==> src/rtl/pwm_peak_ctrl.sv <==
// Peak-current-mode PWM controller.
// Runs bursts of fixed-frequency PWM periods. Each on-pulse ends when the
// decoded coil current reaches the setpoint (after blanking) or at the
// maximum on-time. A latched overcurrent fault overrides everything.
module pwm_peak_ctrl #(
   parameter int PERIOD = 16,
   parameter int BLANK  = 2,
   parameter int MAX_ON = 14,
   parameter int ILIMIT = 1845
) (
   input  logic        clk,
   input  logic        reset,
   input  logic        enable,
   input  logic [11:0] iset,
   input  logic [15:0] burst_len,
   input  logic [11:0] iest_coil,
   output logic        pwm,
   output logic        busy,
   output logic        done,
   output logic        fault,
   output logic [7:0]  on_time
);

   typedef enum logic [1:0] {
      S_IDLE,
      S_ON,
      S_OFF,
      S_FAULT
   } state_t;

   localparam logic [7:0]         PCNT_LAST  = 8'(PERIOD - 1);
   localparam logic [7:0]         BLANK_C    = 8'(BLANK);
   localparam logic [7:0]         MAXON_LAST = 8'(MAX_ON - 1);
   localparam logic signed [12:0] ILIMIT_C   = 13'(ILIMIT);

   state_t      state_q, state_d;
   logic [7:0]  pcnt_q, pcnt_d;
   logic [15:0] prem_q, prem_d;
   logic [11:0] icoil_q, icoil_d;
   logic        armed_q, armed_d;
   logic        pwm_q, pwm_d;
   logic        busy_q, busy_d;
   logic        done_q, done_d;
   logic        fault_q, fault_d;
   logic [7:0]  on_time_q, on_time_d;

   logic signed [12:0] icoil_ext;
   logic signed [12:0] iset_ext;
   logic               over_limit;
   logic               at_setpoint;

   // The estimate arrives in inverted ADC format; flipping the low 11 bits
   // yields a two's-complement current value.
   assign icoil_d     = iest_coil ^ 12'h7FF;
   assign icoil_ext   = {icoil_q[11], icoil_q};
   assign iset_ext    = {1'b0, iset};
   assign over_limit  = (icoil_ext > ILIMIT_C);
   assign at_setpoint = (pcnt_q >= BLANK_C) && (icoil_ext >= iset_ext);

   // Next-state and registered-output decode; overcurrent outranks all else.
   always_comb begin
      state_d   = state_q;
      pcnt_d    = 8'd0;
      prem_d    = prem_q;
      armed_d   = armed_q | ~enable;
      done_d    = 1'b0;
      on_time_d = on_time_q;

      if (over_limit && (state_q != S_FAULT)) begin
         state_d = S_FAULT;
      end else begin
         case (state_q)
            S_IDLE: begin
               if (enable && armed_q) begin
                  if (burst_len == 16'd0) begin
                     done_d  = 1'b1;
                     armed_d = 1'b0;
                  end else begin
                     state_d = S_ON;
                     prem_d  = burst_len;
                  end
               end
            end
            S_ON: begin
               if (!enable) begin
                  state_d = S_IDLE;
               end else begin
                  pcnt_d = pcnt_q + 8'd1;
                  if (at_setpoint || (pcnt_q == MAXON_LAST)) begin
                     state_d   = S_OFF;
                     on_time_d = pcnt_q + 8'd1;
                  end
               end
            end
            S_OFF: begin
               if (!enable) begin
                  state_d = S_IDLE;
               end else if (pcnt_q == PCNT_LAST) begin
                  prem_d = prem_q - 16'd1;
                  if (prem_q == 16'd1) begin
                     state_d = S_IDLE;
                     done_d  = 1'b1;
                     armed_d = 1'b0;
                  end else begin
                     state_d = S_ON;
                  end
               end else begin
                  pcnt_d = pcnt_q + 8'd1;
               end
            end
            S_FAULT: begin
               if (!enable) begin
                  state_d = S_IDLE;
               end
            end
            default: begin
               state_d = S_IDLE;
            end
         endcase
      end

      pwm_d   = (state_d == S_ON);
      busy_d  = (state_d == S_ON) || (state_d == S_OFF);
      fault_d = (state_d == S_FAULT);
   end

   // State and output registers; reset drops pwm without waiting for clk.
   always_ff @(posedge clk or negedge reset) begin
      if (!reset) begin
         state_q   <= S_IDLE;
         pcnt_q    <= 8'd0;
         prem_q    <= 16'd0;
         icoil_q   <= 12'd0;
         armed_q   <= 1'b1;
         pwm_q     <= 1'b0;
         busy_q    <= 1'b0;
         done_q    <= 1'b0;
         fault_q   <= 1'b0;
         on_time_q <= 8'd0;
      end else begin
         state_q   <= state_d;
         pcnt_q    <= pcnt_d;
         prem_q    <= prem_d;
         icoil_q   <= icoil_d;
         armed_q   <= armed_d;
         pwm_q     <= pwm_d;
         busy_q    <= busy_d;
         done_q    <= done_d;
         fault_q   <= fault_d;
         on_time_q <= on_time_d;
      end
   end

   assign pwm     = pwm_q;
   assign busy    = busy_q;
   assign done    = done_q;
   assign fault   = fault_q;
   assign on_time = on_time_q;

endmodule

==> config.mk <==
export PLATFORM = sky130hd
export DESIGN_NAME = pwm_peak_ctrl
export DESIGN_NICKNAME = d
export VERILOG_FILES = /design/src/rtl/pwm_peak_ctrl.sv
export SDC_FILE = /design/constraint.sdc
export NUM_CORES = 1
export LEC_CHECK = 0
export ABC_AREA = 1
export BUFFER_PORTS_ARGS = -buffer_cell sky130_fd_sc_hd__buf_4
export CORE_ASPECT_RATIO = 1.1
export CORE_MARGIN = 1
export CORE_UTILIZATION = 56
export DETAILED_ROUTE_END_ITERATION = 10
export PLACE_DENSITY_LB_ADDON = 0.05
export SLEW_MARGIN = 15
export SYNTH_ARGS = -nofsm -noshare
export SYNTH_HDL_FRONTEND = slang
export SYNTH_SLANG_ARGS = --single-unit
==> constraint.sdc <==
create_clock -name clk -period 2 [get_ports clk]
set_input_delay 0.4 -clock clk [delete_from_list [all_inputs] [get_ports clk]]
set_output_delay 0.4 -clock clk [all_outputs]
set_load 0.02 [all_outputs]
==> After elaboration in Yosys (flattened, before gate mapping) <==
Index checks and enable logic that the tools add are counted.
{ "classes": {"addsub": 2, "n_lt_le_gt_ge": 3, "eq_ne": 14, "muxes": 34, "bitwise": 4, "reduce_logical": 10} }
{ "ops": {"columns": ["op", "n"], "rows": [
  ["$mux 16", 4],
  ["$mux 8", 4],
  ["$pmux 16 s2", 1],
  ["$eq 16x1->1 const B", 1],
  ["$eq 8x4->1 const B", 2],
  ["$logic_not 16->1", 1],
  ["$mux 2", 8],
  ["$pmux 8 s2", 1],
  ["$sub 16x1->16 const B", 1],
  ["$ge 12x13->1", 1],
  ["$mux 1", 13],
  ["$gt 12x12->1 const B", 1],
  ["$not 11->11", 1],
  ["$ne 2x2->1 const B", 5],
  ["$add 8x1->8 const B", 1],
  ["$eq 2x2->1 const B", 4],
  ["$ge 8x2->1 const B", 1],
  ["$pmux 2 s4", 1],
  ["$reduce_and 6->1", 1],
  ["$eq 2x1->1 const B", 2],
  ["$pmux 1 s2", 2],
  ["$reduce_and 4->1", 1],
  ["$logic_and 1x1->1", 3],
  ["$logic_not 2->1", 1],
  ["4 further kinds", 6]
]} }
{ "totals": {"ff_bits": 51} }

==> Longest topological paths before layout <==
Gate-level depths: netlist of the first run.
{ "depth": {"word_depth": 9, "depth_mapped": 16} }

==> Worst setup path before layout of the first run <==
OpenSTA, ideal clock, no wires.
{ "synth_path": {"path_kind": "input-to-reg", "start": "in iset[10]", "end": "reg busy_q (netlist: busy)", "arrival_time_ps": 1789, "required_time_ps": 1937, "path_slack_ps": 148, "cell_stages": 15, "n_path_buf": 0, "cell_sequence": "inv_1 > ha_1 > nand2_1 > nand2_1 > a21oi_1 > nand2_1 > nor2_1 > nand2_1 > nand2_1 > nand2_1 > o21ai_0 > nand2_1 > nand2_1 > ha_1 > inv_1"} }
{ "synth_via": {"elab_chain_len": 9, "elab_cells_between_ends": 10, "cone_classes": "order compare (1); eq/ne (2); mux (4); reduce/logical (3)"} }
{ "synth_lines": {"columns": ["element", "line_no", "text"], "rows": [
  ["from (decl)", "14", "input logic [11:0] iset,"],
  ["$ge 12x13->1 *", "58", "assign at_setpoint = (pcnt_q >= BLANK_C) && (icoil_ext >= iset_ext);"],
  ["$logic_and 1x1->1 *", "58", null],
  ["$logic_or 1x1->1 *", "89", "if (at_setpoint || (pcnt_q == MAXON_LAST)) begin"],
  ["$mux 2 *", "89", null],
  ["$mux 2 *", "85", "if (!enable) begin"],
  ["$pmux 2 s4 *", "72", "case (state_q)"],
  ["$mux 2 *", "69", "if (over_limit && (state_q != S_FAULT)) begin"],
  ["net state_d[0]", "36", "state_t state_q, state_d;"],
  ["$eq 2x1->1 / $eq 2x2->1 (equally long branches)", "123", "busy_d = (state_d == S_ON) || (state_d == S_OFF);"],
  ["$logic_or 1x1->1 *", "123", null],
  ["net busy_d", "42", "logic busy_q, busy_d;"],
  ["to (signal assigned)", "147", "busy_q <= busy_d;"],
  ["to (decl)", "42", null]
]} }
The timed path passes the listed nets; every way through them passes the cells marked *.
A chain may end at the register's enable or synchronous reset.

==> Worst setup path in the final report of the first run <==
{ "layout_path": {"start": "reg icoil_q[10]", "end": "reg busy_q (netlist: busy)"} }
{ "layout_via": {"elab_chain_len": 9, "elab_cells_between_ends": 12, "cone_classes": "order compare (2); eq/ne (2); mux (4); reduce/logical (4)"} }
{ "layout_lines": {"columns": ["element", "line_no", "text"], "rows": [
  ["from (decl)", "39", "logic [11:0] icoil_q, icoil_d;"],
  ["from (signal assigned)", "144", "icoil_q <= icoil_d;"],
  ["$ge 12x13->1", "58", null],
  ["$logic_and 1x1->1", "58", null],
  ["$logic_or 1x1->1", "89", null],
  ["$mux 2", "89", null],
  ["$mux 2", "85", null],
  ["$pmux 2 s4", "72", null],
  ["$mux 2 *", "69", null],
  ["$eq 2x1->1 / $eq 2x2->1 (equally long branches)", "123", null],
  ["$logic_or 1x1->1 *", "123", null],
  ["net busy_d", "42", null]
]} }
Marked as above.

==> flow_summary.json, run 1 <==
{
  "rsz0062_at_grt": "true",
  "first_pass_iters": 4,
  "arrival_ps": 2240,
  "p_comb_frac": 0.432,
  "synthTopCellsByCount": "nand2_1 (95), inv_1 (61), nor2_1 (52)",
  "drc_errors": 0,
  "ctsRootBufferMaster": "clkbuf_8",
  "grt.overflow.total": 0,
  "dp.cells": 539,
  "synth-main-ff-cell": "dfrtp_1",
  "vdd_drop_max_uv": 547.7,
  "cts_tree": "done",
  "htreeDepth": 2,
  "grt_pass1_vias": 2711,
  "vias": 2866,
  "numPortBuffers": 54,
  "grt_pass1_wl_um": 11410,
  "nets": 545,
  "status": "completed",
  "synth_area_leaders": "dfrtp_1 (41%), nand2_1 (12%), ha_1 (9.8%)",
  "ff2ff_setup_slack_ps": 10,
  "setup_viol": 0,
  "r2r_end": "busy$_DFF_PN0_",
  "syn_area_um2": 3073,
  "regArea_um2": 1279,
  "synth_nets": 471,
  "hp-class": "in -> async",
  "whs_ps": 100.0,
  "skew_ps": 6.278,
  "grt_antenna_before_repair": 0,
  "grt_start_max_net_pins": 52,
  "fillerInstances": 423,
  "power_mw": 3.775,
  "fp.dieH_um": 79.69,
  "die_area_um2": 5788,
  "diodes": 0,
  "p_sw_mw": 1.497,
  "viasPerCell": 5.211,
  "multiInputGateArea_um2": 1599,
  "synth_edf_count": 0,
  "min_period_ps": 1987,
  "final_area_um2": 3866,
  "crit_path_end_kind": "flip-flop",
  "wl_um": 6934,
  "tightest_slew_ps": 654.5,
  "avgSynthCellArea_um2": 7.606,
  "area_growth_pct": 25.81,
  "initial_core_util": 0.5984,
  "seqPwrFrac": 0.383,
  "p_int_mw": 2.278,
  "p_sw_frac": 0.3964,
  "rr_worst_depth": 14,
  "hpwl_um": 5007,
  "yosysWarnings": 0,
  "synth.distinct_cells": 32,
  "fp-row-count": 27,
  "clkSlewWorstSetupHoldPaths_ps": 90,
  "p_clk_frac": 0.185,
  "synthArstFlopShare": 1.000,
  "relSlewSlack": 0.5637,
  "synth_top_area_share": 0.4072,
  "place_area_um2": 3645,
  "hold_viol_final": 0,
  "die_x_um": 72.63,
  "yosysMostFrequentCell": "nand2_1",
  "ys_ff_latch": 51,
  "cts_sinks": 51,
  "cap_violations": 0,
  "numCtsBuffers": 5,
  "ant_nets": 0,
  "min_period_over_period": 0.9937,
  "clk_latency_ps": 310,
  "gp_congestion": 0.8629,
  "fmax_mhz": 503.2,
  "crit_required_ps": 2250,
  "hold_buffers": 0,
  "p_per_area_nw_per_um2": 976.4,
  "ys_seq_area_frac": 0.4157,
  "power_leakage_nw": 2.003,
  "drt-wirelength-per-cell_um": 12.61,
  "drt_iter0_markers": 95,
  "syn_inst": 404,
  "finalMaxSlewViolations": 0,
  "fin_cells": 550,
  "clock_path_buffers": 2,
  "coreArea_um2": 5135,
  "boundaryPins": 55,
  "track_usage": 0.2582,
  "critPathMaxFanout": 3,
  "startpoint_type": "flip-flop",
  "path_class": "reg -> reg",
  "drive_above_1_share": 0.2385,
  "synth_area_leader_cell": "dfrtp_1",
  "reg2reg_from": "icoil_q[10]$_DFF_PN0_"
}
## through the flow
stage	TNS [ps]	utilization	setup WS (ps)
2_1_floorplan	0	-	148.4
3_3_place_gp	-20.78	0.7098	-20.78
3_5_place_dp	-573.0	0.7098	-111.1
4_1_cts	0	0.7334	23.08
5_1_grt	-418.6	0.7529	-96.58
6_report	0	0.7529	12.57
## placed cells by master (no fill, tap or decap), types with 9 or more instances in the layout
cell / count
dfrtp_1: 49
nand3_1: 21
o21ai_1: 12
inv_1: 58
buf_4: 72
nor2_1: 48
nand2_2: 9
o21ai_0: 24
a21oi_1: 11
nand2_1: 89
ha_1: 20
## repair_timing
item	4_1_cts	5_1_grt
gates resized for setup	6	25
setup buffers	0	4
setup endpoints to repair	2	14
hold endpoints to repair	0	0
cloned	0	0
pin swaps	0	10
## worst max-delay path by stage
stage	start	to	slack [ps]	depth (start not counted)
after floorplan	iset[10]	busy$_DFF_PN0_	150	15
after global placement	iset[10]	busy$_DFF_PN0_	-20	16
after detailed placement	iset[4]	busy$_DFF_PN0_	-110	16
after CTS	icoil_q[4]$_DFF_PN0_	busy$_DFF_PN0_	20	14
after global routing	icoil_q[10]$_DFF_PN0_	busy$_DFF_PN0_	-100	14
final	icoil_q[10]$_DFF_PN0_	busy$_DFF_PN0_	10	14
## flip-flops by register name, summed over array words and instances (netlist names)
register	count
armed_q	1
busy	1
done	1
fault	1
icoil_q	12
on_time	8
pcnt_q	8
prem_q	16
pwm	1
state_q	2
## cells by family after synthesis
family / after synthesis / share of synthesized area
and+or+nand+nor: 186 / 0.2524
DFF: 51 / 0.4157
xor gates and xnor gates: 9 / 0.02565
adders and majority gates: 24 / 0.09772
AOI/OAI and AO/OA: 64 / 0.1185
buffers and inverters: 70 / 0.08999
## cell type report
cell class | instances | share of cell area
multi-input combinational | 283 | 0.4136
sequential | 51 | 0.3307
timing repair buffer | 73 | 0.1437
inverter | 64 | 0.06214
tap | 72 | 0.02330
clock buffer | 6 | 0.01877
clock inverter | 1 | 0.007767
## power by group through the flow
stage	combinational [mW]	clock [mW]	sequential, mW
finish	1.63	0.699	1.45
global route	1.85	0.755	1.47
CTS	1.57	0.718	1.44
detailed placement	1.54	0	1.46
global placement	1.48	0	1.45
floorplan	1.03	0	1.46
## worst max-delay path: stages, from the launching register on
cell     delay (ps)
dfrtp_1         390
ha_1            310
nand2_1          80
nand2_1          60
a21oi_2         120
nand2_1          60
nor2_1          120
nand2_1          60
nand2_1          70
nand2_2          70
nand2_2          70
nand2_2          70
a21oi_2         200
ha_4            220
inv_2            40
## routing by layer
| layer | global-route usage | routed length, um | up-vias |
|---|---|---|---|
| met5 | 0 | 0 | - |
| met4 | 0.1059 | 154 | 0 |
| met3 | 0.04545 | 222 | 12 |
| met1 | 0.2819 | 2854 | 1367 |
| li1 | - | - | 1426 |
| met2 | 0.4850 | 3703 | 61 |
Note: power is estimated with default switching activity, not from simulation.
==> run 2, diff against run 1 <==
- CELL_PAD_IN_SITES_DETAIL_PLACEMENT: unset -> 1
- CELL_PAD_IN_SITES_GLOBAL_PLACEMENT: unset -> 2
- CORE_UTILIZATION: 56 -> 32
- TNS_END_PERCENT: unset -> 10
==> run 2 against run 1 <==
Against the previous run:
- clock skew up 1.6 ps
- largest power group unchanged
- combinational power up 5%
- maximum frequency up 2.8%
- die area up 73%
- final cell count up 10%
- critical path depth up 2
- via count down 0.24%
- hold slack better by 31 ps
==> flow_summary.json, run 2 (synthesized netlist as in run 1, its figures left out) <==
{
  "use_met1": 0.1995,
  "grt.overflow.total": 0,
  "drt_iter0_markers": 98,
  "fin_cells": 606,
  "cap_violations": 0,
  "ant_nets": 0,
  "place_area_um2": 3781,
  "max_stage_delay_ps": 420,
  "path_buf_inv": 3,
  "boundaryPins": 55,
  "skew_ps": 7.895,
  "p_per_area_nw_per_um2": 953.2,
  "power_leakage_nw": 2.057,
  "tightest_slew_ps": 688.9,
  "critPathMaxFanout": 4,
  "numCtsBuffers": 5,
  "cts_tree": "done",
  "finalMaxSlewViolations": 0,
  "drc_errors": 0,
  "relSlewSlack": 0.5407,
  "status": "completed",
  "crit_chain": "inv_2 -> ha_1 -> inv_1 -> nand2_1 -> nor2_1 -> nand3_1 -> nand2_1 -> nor2_1 -> nand2_1 -> nand2_1 -> nand2_2 -> nand2_2 -> nand2_2 -> a21oi_2 -> ha_1 -> inv_1",
  "grt_start_max_net_pins": 52,
  "clk_latency_ps": 310,
  "wl_um": 7995,
  "rr_worst_depth": 16,
  "track_usage": 0.1713,
  "top_regs": "prem_q: 16 flops, icoil_q: 12 flops",
  "crit_path_end_kind": "flip-flop",
  "power_mw": 3.827,
  "gr-usage-met2": 0.3148,
  "whs_ps": 131.1,
  "setup-tns-final_ps": 0,
  "nets": 555,
  "grt_pass1_vias": 2964,
  "ctsRootBufferMaster": "clkbuf_8",
  "hp-class": "in -> async",
  "fp.dieH_um": 104.8,
  "fmax_mhz": 517.2,
  "grt-busiest-layer": "met2",
  "layout_common_cells": "nand2_1 (91), buf_4 (80), inv_1 (60), nor2_1 (48), dfrtp_1 (48)",
  "gp_congestion": 0.7917,
  "rsz0062_at_grt": "true",
  "path_class": "reg -> reg",
  "coreArea_um2": 9351,
  "vdd_drop_max_uv": 423.1,
  "regMostFlops": "prem_q",
  "fp-row-count": 37,
  "arrival_ps": 2140,
  "grt_antenna_before_repair": 0,
  "final_common_cell": "nand2_1",
  "crit_family": "simple AND/OR/NAND/NOR gates",
  "crit_required_ps": 2210,
  "initial_core_util": 0.3286,
  "grt_pass1_wl_um": 13300,
  "cts_sinks": 51,
  "htreeDepth": 2,
  "diodes": 0,
  "area_growth_pct": 30.66,
  "hpwl_um": 6291,
  "dp.cells": 593,
  "fillerInstances": 1204,
  "vias": 2859,
  "die_area_um2": 9999,
  "startpoint_type": "flip-flop",
  "final_area_um2": 4015,
  "cp_common_cell": "nand2_1",
  "numPortBuffers": 54,
  "die_x_um": 95.44,
  "use_met3": 0.02838,
  "min_period_over_period": 0.9668,
  "viasPerCell": 4.718,
  "first_pass_iters": 4,
  "largest_reg_flops": 16,
  "clkSlewWorstSetupHoldPaths_ps": 90,
  "cp.depth": 16,
  "setup_viol": 0,
  "crit_path_top_delay_cell": "dfrtp_1",
  "drt-wirelength-per-cell_um": 13.19,
  "clock_path_buffers": 2,
  "hold_viol_final": 0,
  "min_period_ps": 1934,
  "drive_above_1_share": 0.2597
}
## run 2: cell types whose count changed in the layout (fill, tap and decap cells not counted), sizes merged
cell,previous run,this run
clkbuf,6,7
bufinv,1,0
clkinvlp,0,1
buf,73,83
## run 2: routing by layer
layer  vias to the layer above  part of all wire  wire [um]
li1                       1445                 -          -
met1                      1375              0.43       3447
met2                        35              0.53       4255
met3                         4             0.027        213
met4                         0            0.0098         78
met5                         -                 0          0
## run 2: final cells by class
class / instances / area [um^2] / area share
Multi-Input combinational cell: 283 / 1599 / 0.3983
Sequential cell: 51 / 1280 / 0.3188
Inverter: 64 / 242.7 / 0.06046
Timing Repair Buffer: 83 / 643.1 / 0.1602
Clock buffer: 7 / 96.34 / 0.02400
Tap cell: 117 / 146.4 / 0.03646
Clock inverter: 1 / 7.507 / 0.001870
## run 2: worst paths after layout
kind,from,to,slack (ps)
max,icoil_q[11]$_DFF_PN0_,busy$_DFF_PN0_,70
min,reset,icoil_q[5]$_DFF_PN0_,130
max reg2reg,icoil_q[11]$_DFF_PN0_,busy$_DFF_PN0_,70
min reg2reg,on_time[3]$_DFFE_PN0P_,on_time[3]$_DFFE_PN0P_,490
max in group asynchronous,reset,state_q[0]$_DFF_PN0_,1380
min in group clk,iest_coil[11],icoil_q[11]$_DFF_PN0_,200
## run 2: what timing repair did
action / CTS / global route
hold buffers: 0 / 0
gates resized for setup: 3 / 26
pin swaps: 0 / 5
setup endpoints to repair: 5 / 21
buffers inserted: 0 / 5
## run 2: per-stage QoR
step           setup slack (ps)    util
2_1_floorplan             148.4       -
3_3_place_gp             -60.00  0.4043
3_5_place_dp             -129.1  0.4043
4_1_cts                   3.694  0.4166
5_1_grt                  -89.75  0.4294
6_report                  66.39  0.4294
## run 2: power by group
group	total [mW]	internal [mW]	switching (mW)	leakage, nW
clock network	0.671	0.316	0.356	0.0505
registers	1.45	1.27	0.179	0.646
logic	1.71	0.691	1.01	1.36
